`config.mk`:
```
export PLATFORM = sky130hd
export DESIGN_NAME = addsub_seq_ctrl
export DESIGN_NICKNAME = d
export VERILOG_FILES = /design/src/rtl/addsub_pkg.sv /design/src/rtl/key_pulse.sv /design/src/rtl/addsub_seq_ctrl.sv
export SDC_FILE = /design/constraint.sdc
export NUM_CORES = 1
export LEC_CHECK = 0
export CAP_MARGIN = 20
export CORE_ASPECT_RATIO = 1.2
export CORE_MARGIN = 4
export CORE_UTILIZATION = 49
export DETAILED_ROUTE_END_ITERATION = 7
export GPL_TIMING_DRIVEN = 0
export PLACE_DENSITY = 0.74
export SLEW_MARGIN = 25
export SYNTH_ARGS = -nofsm -noshare
export SYNTH_HDL_FRONTEND = slang
export SYNTH_HIERARCHICAL = 1
export SYNTH_SLANG_ARGS = --single-unit
```
`constraint.sdc`:
```
create_clock -name CLOCK_50 -period 2.1 [get_ports CLOCK_50]
set_clock_uncertainty 0.15 [all_clocks]
set_input_delay 0.315 -clock CLOCK_50 [delete_from_list [all_inputs] [get_ports CLOCK_50]]
set_output_delay 0.315 -clock CLOCK_50 [all_outputs]
set_load 0.03 [all_outputs]
```
`src/rtl/addsub_pkg.sv`:
```
// Shared definitions for the add/subtract sequencer.
//  - state_e        : sequencer states
//  - MODE_ADD/SUB   : operation select values, as seen on sw_mode and add_cin
//  - BCD_ADJ_*      : double-dabble correction threshold and offset
//  - bcd_adjust()   : one double-dabble nibble correction step
package addsub_pkg;

  typedef enum logic [2:0] {
    ST_IDLE   = 3'd0,
    ST_ISSUE  = 3'd1,
    ST_SETTLE = 3'd2,
    ST_LATCH  = 3'd3,
    ST_CONV   = 3'd4,
    ST_DONE   = 3'd5
  } state_e;

  localparam logic MODE_ADD = 1'b0;
  localparam logic MODE_SUB = 1'b1;

  localparam logic [3:0] BCD_ADJ_THRESH = 4'd5;
  localparam logic [3:0] BCD_ADJ_ADD    = 4'd3;

  // A nibble of 5 or more would reach 10+ after the next shift, so bump it
  // by 3 now; the shift then carries the overflow into the next digit.
  function automatic logic [3:0] bcd_adjust(input logic [3:0] nib);
    return (nib >= BCD_ADJ_THRESH) ? nib + BCD_ADJ_ADD : nib;
  endfunction

endpackage

```
`src/rtl/key_pulse.sv`:
```
// Push-button conditioner: two-flop synchroniser followed by a falling-edge
// detector. A press (high -> low) gives exactly one single-cycle pulse no
// matter how long the button is held.
// Ports:
//  clk_i    in  system clock
//  rst_i    in  asynchronous reset, active-high
//  key_n_i  in  raw active-low button, asynchronous to clk_i
//  pulse_o  out one-cycle pulse on each press
module key_pulse (
  input  logic clk_i,
  input  logic rst_i,
  input  logic key_n_i,
  output logic pulse_o
);

  logic sync1_q;
  logic sync2_q;
  logic prev_q;

  // NOTE: key_n_i is asynchronous; only sync2_q (two flops deep) may feed
  // logic, sync1_q is allowed to go metastable.
  always_ff @(posedge clk_i or posedge rst_i) begin
    if (rst_i) begin
      sync1_q <= 1'b0;
      sync2_q <= 1'b0;
      prev_q  <= 1'b0;
    end else begin
      sync1_q <= key_n_i;
      sync2_q <= sync1_q;
      prev_q  <= sync2_q;
    end
  end

  // prev_q resets low, so the first rise of the idle-high button after reset
  // cannot be mistaken for a press.
  assign pulse_o = prev_q & ~sync2_q;

endmodule

```
`src/rtl/addsub_seq_ctrl.sv`:
```
// Sequencer for the external ripple add/subtract datapath and the BCD
// display path. Two key presses capture operands A and B from sw_data, a go
// press drives the adder, samples sum/carry, converts the magnitude to BCD
// serially and holds sign + digits for the 7-segment decoders.
// Ports:
//  CLOCK_50            in  system clock
//  rst                 in  asynchronous reset, active-high
//  key_load_n/key_go_n in  raw active-low buttons
//  sw_data, sw_mode    in  operand value, 0 = add / 1 = subtract (A - B)
//  add_x/add_y/add_cin out adder operands and carry-in
//  add_sum/add_cout    in  adder result
//  result, neg         out magnitude and sign of the last result
//  ones/tens/hundreds  out BCD digits of result
//  a_valid/b_valid     out operand captured flags
//  busy, done          out operation in flight / one-cycle completion pulse
import addsub_pkg::*;

module addsub_seq_ctrl #(
  parameter int WIDTH      = 4,
  parameter int SETTLE_CYC = 1
) (
  input  logic             CLOCK_50,
  input  logic             rst,
  input  logic             key_load_n,
  input  logic             key_go_n,
  input  logic [WIDTH-1:0] sw_data,
  input  logic             sw_mode,
  output logic [WIDTH-1:0] add_x,
  output logic [WIDTH-1:0] add_y,
  output logic             add_cin,
  input  logic [WIDTH-1:0] add_sum,
  input  logic             add_cout,
  output logic [WIDTH:0]   result,
  output logic             neg,
  output logic [3:0]       ones,
  output logic [3:0]       tens,
  output logic [1:0]       hundreds,
  output logic             a_valid,
  output logic             b_valid,
  output logic             busy,
  output logic             done
);

  localparam logic [3:0] SETTLE_LAST = 4'(SETTLE_CYC - 1);
  localparam logic [3:0] CONV_LAST   = 4'(WIDTH);

  logic load_p;
  logic go_p;

  key_pulse u_key_load (
    .clk_i   (CLOCK_50),
    .rst_i   (rst),
    .key_n_i (key_load_n),
    .pulse_o (load_p)
  );

  key_pulse u_key_go (
    .clk_i   (CLOCK_50),
    .rst_i   (rst),
    .key_n_i (key_go_n),
    .pulse_o (go_p)
  );

  state_e           state_q;
  logic             ptr_q;          // 0 = next load goes to A, 1 = to B
  logic [WIDTH-1:0] op_a_q;
  logic [WIDTH-1:0] op_b_q;
  logic             mode_q;
  logic [3:0]       settle_cnt_q;
  logic [3:0]       conv_cnt_q;
  logic [WIDTH:0]   shift_q;        // binary bits still to be shifted in
  logic [8:0]       bcd_q;          // scratch: {hundreds[0], tens, ones}

  logic [WIDTH-1:0] add_x_q;
  logic [WIDTH-1:0] add_y_q;
  logic             add_cin_q;
  logic [WIDTH:0]   result_q;
  logic             neg_q;
  logic [3:0]       ones_q;
  logic [3:0]       tens_q;
  logic [1:0]       hundreds_q;
  logic             a_valid_q;
  logic             b_valid_q;
  logic             busy_q;
  logic             done_q;

  // Result interpretation at LATCH. For subtract the adder computed
  // A + ~B + 1; no carry-out means A < B and the sum is the negative
  // difference in two's complement.
  logic [WIDTH-1:0] sum_neg_d;
  logic [WIDTH:0]   latch_res_d;
  logic             latch_neg_d;

  assign sum_neg_d = ~add_sum + {{(WIDTH-1){1'b0}}, 1'b1};

  // NOTE: every signal written here gets a default first, so no path can
  // leave it unassigned and infer a latch.
  always_comb begin
    latch_res_d = {add_cout, add_sum};
    latch_neg_d = 1'b0;
    if (mode_q == MODE_SUB) begin
      if (add_cout) begin
        latch_res_d = {1'b0, add_sum};
      end else begin
        latch_res_d = {1'b0, sum_neg_d};
        latch_neg_d = 1'b1;
      end
    end
  end

  // One double-dabble step: correct the digits, then shift in the next
  // binary bit MSB first. The hundreds digit never exceeds 2 for legal
  // WIDTH, so it needs no correction and only its low bit is kept in the
  // scratch; its high bit appears only in the final shift.
  logic [8:0] bcd_adj_d;
  logic [9:0] bcd_shift_d;

  assign bcd_adj_d   = {bcd_q[8], bcd_adjust(bcd_q[7:4]), bcd_adjust(bcd_q[3:0])};
  assign bcd_shift_d = {bcd_adj_d, shift_q[WIDTH]};

  // NOTE: sequential state uses non-blocking assignments only, so every
  // register sees pre-edge values regardless of statement order.
  always_ff @(posedge CLOCK_50 or posedge rst) begin
    if (rst) begin
      state_q      <= ST_IDLE;
      ptr_q        <= 1'b0;
      op_a_q       <= '0;
      op_b_q       <= '0;
      mode_q       <= MODE_ADD;
      settle_cnt_q <= '0;
      conv_cnt_q   <= '0;
      shift_q      <= '0;
      bcd_q        <= '0;
      add_x_q      <= '0;
      add_y_q      <= '0;
      add_cin_q    <= 1'b0;
      result_q     <= '0;
      neg_q        <= 1'b0;
      ones_q       <= '0;
      tens_q       <= '0;
      hundreds_q   <= '0;
      a_valid_q    <= 1'b0;
      b_valid_q    <= 1'b0;
      busy_q       <= 1'b0;
      done_q       <= 1'b0;
    end else begin
      done_q <= 1'b0;
      case (state_q)
        ST_IDLE: begin
          // A load in the same cycle as go takes priority; go is dropped.
          if (load_p) begin
            if (!ptr_q) begin
              op_a_q    <= sw_data;
              a_valid_q <= 1'b1;
              b_valid_q <= 1'b0;
              ptr_q     <= 1'b1;
            end else begin
              op_b_q    <= sw_data;
              b_valid_q <= 1'b1;
              ptr_q     <= 1'b0;
            end
          end else if (go_p && a_valid_q && b_valid_q) begin
            mode_q  <= sw_mode;
            busy_q  <= 1'b1;
            state_q <= ST_ISSUE;
          end
        end

        ST_ISSUE: begin
          add_x_q      <= op_a_q;
          add_y_q      <= (mode_q == MODE_SUB) ? ~op_b_q : op_b_q;
          add_cin_q    <= mode_q;
          settle_cnt_q <= '0;
          state_q      <= ST_SETTLE;
        end

        ST_SETTLE: begin
          if (settle_cnt_q == SETTLE_LAST) begin
            state_q <= ST_LATCH;
          end else begin
            settle_cnt_q <= settle_cnt_q + 4'd1;
          end
        end

        ST_LATCH: begin
          result_q   <= latch_res_d;
          neg_q      <= latch_neg_d;
          shift_q    <= latch_res_d;
          bcd_q      <= '0;
          conv_cnt_q <= '0;
          state_q    <= ST_CONV;
        end

        ST_CONV: begin
          bcd_q   <= bcd_shift_d[8:0];
          shift_q <= {shift_q[WIDTH-1:0], 1'b0};
          if (conv_cnt_q == CONV_LAST) begin
            // Digits become visible together with the done pulse.
            ones_q     <= bcd_shift_d[3:0];
            tens_q     <= bcd_shift_d[7:4];
            hundreds_q <= bcd_shift_d[9:8];
            done_q     <= 1'b1;
            state_q    <= ST_DONE;
          end else begin
            conv_cnt_q <= conv_cnt_q + 4'd1;
          end
        end

        ST_DONE: begin
          busy_q  <= 1'b0;
          state_q <= ST_IDLE;
        end

        default: begin
          busy_q  <= 1'b0;
          state_q <= ST_IDLE;
        end
      endcase
    end
  end

  assign add_x    = add_x_q;
  assign add_y    = add_y_q;
  assign add_cin  = add_cin_q;
  assign result   = result_q;
  assign neg      = neg_q;
  assign ones     = ones_q;
  assign tens     = tens_q;
  assign hundreds = hundreds_q;
  assign a_valid  = a_valid_q;
  assign b_valid  = b_valid_q;
  assign busy     = busy_q;
  assign done     = done_q;

endmodule

```
After elaboration in Yosys (flattened, before gate mapping):

Cells that the tools add are included.

* input port bits: 14
* logic and storage cells: 95
* register bits after elaboration: 70

* bitwise logic cells: 9
* equal/unequal tests: 11
* $lt $le $gt $ge: 2
* multiplexer cells: 25
* $add $sub $neg: 5
* reduce and logical (&&, ||, !) cells: 16

Operator list (number)
* $mux W4: 6
* $pmux W9 S2: 1
* $pmux W4 S2: 2
* $pmux W3 S5: 1
* $add A4 B1 Y4 const B: 3
* $mux W3: 4
* $ne A2 B2 Y1 const B: 6
* $reduce_and A3 Y1: 4
* $pmux W5 S2: 1
* $add A4 B2 Y4 const B: 2
* $ge A4 B3 Y1 const B: 2
* $mux W1: 8
* $not A4 Y4: 2
* $reduce_and A2 Y1: 4
* $eq A3 B2 Y1 const B: 2
* $mux W5: 1
* $not A1 Y1: 5
* $eq A4 B3 Y1 const B: 1
* $logic_not A4 Y1: 1
* $reduce_and A4 Y1: 1
* $reduce_bool A2 Y1: 2
* $reduce_or A4 Y1: 1
* $eq A3 B1 Y1 const B: 1
* $eq A3 B3 Y1 const B: 1
* other kinds (4): 6

Depth between registers and ports, before layout:

* word-level depth: 7
* depth in mapped cells: 7
* depth with buffers taken out: 6

Cells and area by module:

The synthesis kept the hierarchy.

By module, submodules not included
* addsub_seq_ctrl: cells an instance 249, instances 1, area an instance 2860.2 µm²
* key_pulse: cells an instance 5, instances 2, area an instance 92.6 µm²

Worst setup path after synthesis:

OpenSTA, ideal clock, no wires.

* path kind: register to register
* from: reg state_q[0]
* to: reg hundreds_q[1], in the netlist hundreds[1]
* data arrival time: 1.700 ns
* slack: 0.125 ns
* data required time: 1.825 ns
* period minus slack after synthesis: 1.975 ns
* cell stages (with the launch flop): 7
* setup time: 0.125 ns
* path through: dfrtp_1 buf_6 or3b_1 buf_6 nor3_4 buf_6 mux2_4

* cells in the longest elaborated chain, start to end: 2

RTL lines
* start: declaration: RTL line addsub_seq_ctrl.sv:64 `state_e state_q;`
* start signal: assignment: RTL line addsub_seq_ctrl.sv:125 `state_q <= ST_IDLE;`
* start signal: assignment: RTL line addsub_seq_ctrl.sv:165 `state_q <= ST_ISSUE;`
* start signal: assignment: RTL line addsub_seq_ctrl.sv:174 `state_q <= ST_SETTLE;`
* $eq A3 B3 Y1: RTL line addsub_seq_ctrl.sv:148 `case (state_q)`
* $reduce_and A2 Y1 (no line)
* end signal: assignment: RTL line addsub_seq_ctrl.sv:201 `hundreds_q <= bcd_shift_d[9:8];`
* end: declaration: RTL line addsub_seq_ctrl.sv:81 `logic [1:0] hundreds_q;`

Every way passes these cells.
A chain may end at the register's enable or synchronous reset.

Final worst setup path:

* from: reg state_q[0]
* to: reg tens_q[2], in the netlist tens[2]

* cells in the longest elaborated chain, start to end: 2

RTL lines
* $eq A3 B3 Y1: RTL line addsub_seq_ctrl.sv:148
* $reduce_and A2 Y1 (no line)
* end signal: assignment: RTL line addsub_seq_ctrl.sv:200 `tens_q <= bcd_shift_d[7:4];`
* end: declaration: RTL line addsub_seq_ctrl.sv:80 `logic [3:0] tens_q;`

Every way passes these cells.

==> results.yml <==
cts:
  cts_tree: "built"
  htree_levels: 3
  cts_root_buffer: "clkbuf_8"
  cts_buffer_depth: 2
  worstSkewPairLatency_ns: 0.34
  clock-sinks: 70
  cts_made_buffers: 9
  clk_pin_slew_worst_paths_ns: 0.07
setup_path:
  required_ns: 2.17
  end_kind: "flip-flop"
  reg2reg_slack_ns: 0.11
  rr_worst_depth: 6
  worst-setup-path-type: "reg2reg"
  cp-start-kind: "flip-flop"
  critical_path_arrival_ns: 2.06
  r2r-end: "tens[2]$_DFFE_PP0P_"
  critical_path_peak_fanout: 9
  reg2reg_from: "state_q[0]$_DFFE_PP0P_"
cells_and_area:
  fillers: 512
  largest_reg_flops: 9
  seq_area_sq_mm: 0.00175
  multiInputGateArea_sq_mm: 0.00118
  fin_area_sq_mm: 0.00385
  antenna_cells: 0
  drive_above_1_share: 0.163
  area_growth_pct: 26.6
  final_net_count: 338
  regMostFlops: "bcd_q"
synth:
  yosys_warnings: 6
  synth_edf_count: 0
  synthCells: 259
  synth.distinct_cells: 36
  yosysSeqAreaShare: 0.575
  synthTopCellsByArea: "dfrtp_1, mux2_2, ha_1"
  synth_flop_cell: "dfrtp_1"
  async_reset_ff_frac: 1.00
  synth_area_leader_cell: "dfrtp_1"
  ys_seq_elements: 70
  synthTopCellsByCount: "dfrtp_1, nand2_1, o21ai_0"
  synth_top_area_frac: 0.575
  netlist_area_sq_mm: 0.00305
  yosysMostFrequentCell: "dfrtp_1"
  synth_fp_nets: 282
  syn_avg_cell_area_sq_um: 11.8
route:
  final_antenna_net_count: 0
  viasPerCell: 5.10
  drc: 0
  wl_per_cell_microns: 13.8
  routed_wl_microns: 5530
  dr.pass1.iters: 4
  drt_iter0_markers: 65
  route.vias.total: 2049
floorplan:
  io_pins: 43
  start_util: 0.503
  rows: 31
  core_area_sq_mm: 0.00605
  die_area_sq_mm: 0.00755
  die_x_microns: 80.0
  die_h_microns: 94.4
sta:
  setup-tns-final_ns: 0
  final_max_slew_viol_count: 0
  fin_crit_ns: 1.99
  fmax_ghz: 0.502
  post-route-period-util: 0.948
  worstMarginPinSlew_ns: 0.466
  timing.hold.ws_ns: 0.0991
  final_hold_viol_count: 0
  relSlewSlack: 0.690
  final-setup-viol-count: 0
grt:
  top_usage_layer: "met2"
  grt_max_degree: 40
  grt_overflow: 0
  grt_util_met2: 0.273
  grt_antenna_before_repair: 0
  use_met3: 0.0391
  grt_usage: 0.167
  use_met1: 0.203
  grt_pass1_wl_microns: 9710
  grt_pass1_vias: 2114
placement:
  place_congestion: 0.773
  place_area_sq_mm: 0.00359
  dpl.hpwl_microns: 3970
  io_buffers: 42
power_and_ir_drop:
  p_leak_uw: 0.00174
  cellPowerDensity_mw_per_mm2: 1300
  power_uw: 5020
  ir_drop_v: 0.000871
run:
  cap_violations: 0
hold_path:
  hold_path_class: "in2async"
outcome:
  status: "finished, final reports clean"
-- worst max path at each step --
| stage | slack (ns) | end | start |
|---|---|---|---|
| after floorplan | 0.04 | a_valid$_DFFE_PP0P_ | rst |
| after global placement | -1.09 | result[0]$_DFFE_PP0P_ | rst |
| after detailed placement | -0.03 | hundreds[1]$_DFFE_PP0P_ | state_q[0]$_DFFE_PP0P_ |
| after CTS | 0.003 | hundreds[1]$_DFFE_PP0P_ | state_q[0]$_DFFE_PP0P_ |
| after global routing | -0.03 | op_a_q[3]$_DFFE_PP0P_ | state_q[1]$_DFFE_PP0P_ |
| final | 0.11 | tens[2]$_DFFE_PP0P_ | state_q[0]$_DFFE_PP0P_ |
-- worst max-delay path: stages, from the launching register on --
cell     delay [ns]
dfrtp_1        0.38
buf_6          0.14
or3b_1         0.36
buf_6          0.15
nor3_4         0.21
buf_4          0.16
mux2_2         0.33
-- per-layer routing --
layer / up-vias / share of wire / routed length, microns
li1: 1006 / - / -
met1: 992 / 0.43 / 2400
met2: 38 / 0.50 / 2780
met3: 13 / 0.040 / 221
met4: 0 / 0.024 / 135
met5: - / 0 / 0
-- report_power, final --
group          total, uW  switching [uW]  internal [uW]  leakage, uW
combinational       1800             989            810     0.000729
sequential          1960             232           1730     0.000901
clock               1260             469            789     0.000115
total               5020            1690           3330      0.00174
-- per-stage QoR --
step	worst slack, ns	utilization	std cells
2_1_floorplan	0.0369	-	259
3_3_place_gp	-1.09	0.590	383
3_5_place_dp	-0.0276	0.593	384
4_1_cts	0.00266	0.632	400
5_1_grt	-0.0297	0.637	402
6_report	0.108	0.637	402
-- layout by cell type, fill, tap and decap left out, types with 3 or more instances in the layout --
cell,synthesis,routed
dfrtp_1,70,70
clkdlybuf4s50_1,0,42
nand2_1,23,23
o21ai_0,21,20
mux2_2,19,19
inv_1,17,16
a21oi_1,11,11
xnor2_1,9,9
ha_1,9,9
clkbuf_8,0,9
nor2_1,9,8
clkbuf_1,5,7
nand3_1,7,7
nor3_1,5,5
nor3b_1,6,5
o211ai_1,5,5
nand2b_1,4,4
mux2i_1,4,4
a22o_1,4,4
o31ai_1,4,4
buf_4,1,3
buf_6,3,3
a21o_1,3,3
a221o_1,3,3
bufinv_16,0,3
-- cell type report --
class                      count  area share
inverter                      17      0.0172
clock buffer                  12      0.0351
timing repair buffer          45       0.118
sequential                    70       0.454
multi-input combinational    161       0.305
buffer                        11      0.0185
clock inverter                 4      0.0247
tap                           82      0.0266
-- cell families (layout without fill, tap and decap cells) --
logic type | Yosys count | count (layout) | share of synthesized area
DFF | 70 | 70 | 0.575
AOI/OAI and AO/OA | 55 | 55 | 0.116
buffers and inverters | 28 | 89 | 0.0440
adders and majority gates | 9 | 9 | 0.0370
and+or+nand+nor | 64 | 64 | 0.113
xor gates and xnor gates | 9 | 9 | 0.0259
muxes | 24 | 24 | 0.0883
-- what timing repair did --
item	4_1_cts	5_1_grt
hold buffers	0	0
gates resized for setup	0	6
pin swaps	1	1
setup endpoints to repair	1	18
buffers inserted	0	2
(Power assumes the default switching activity.)
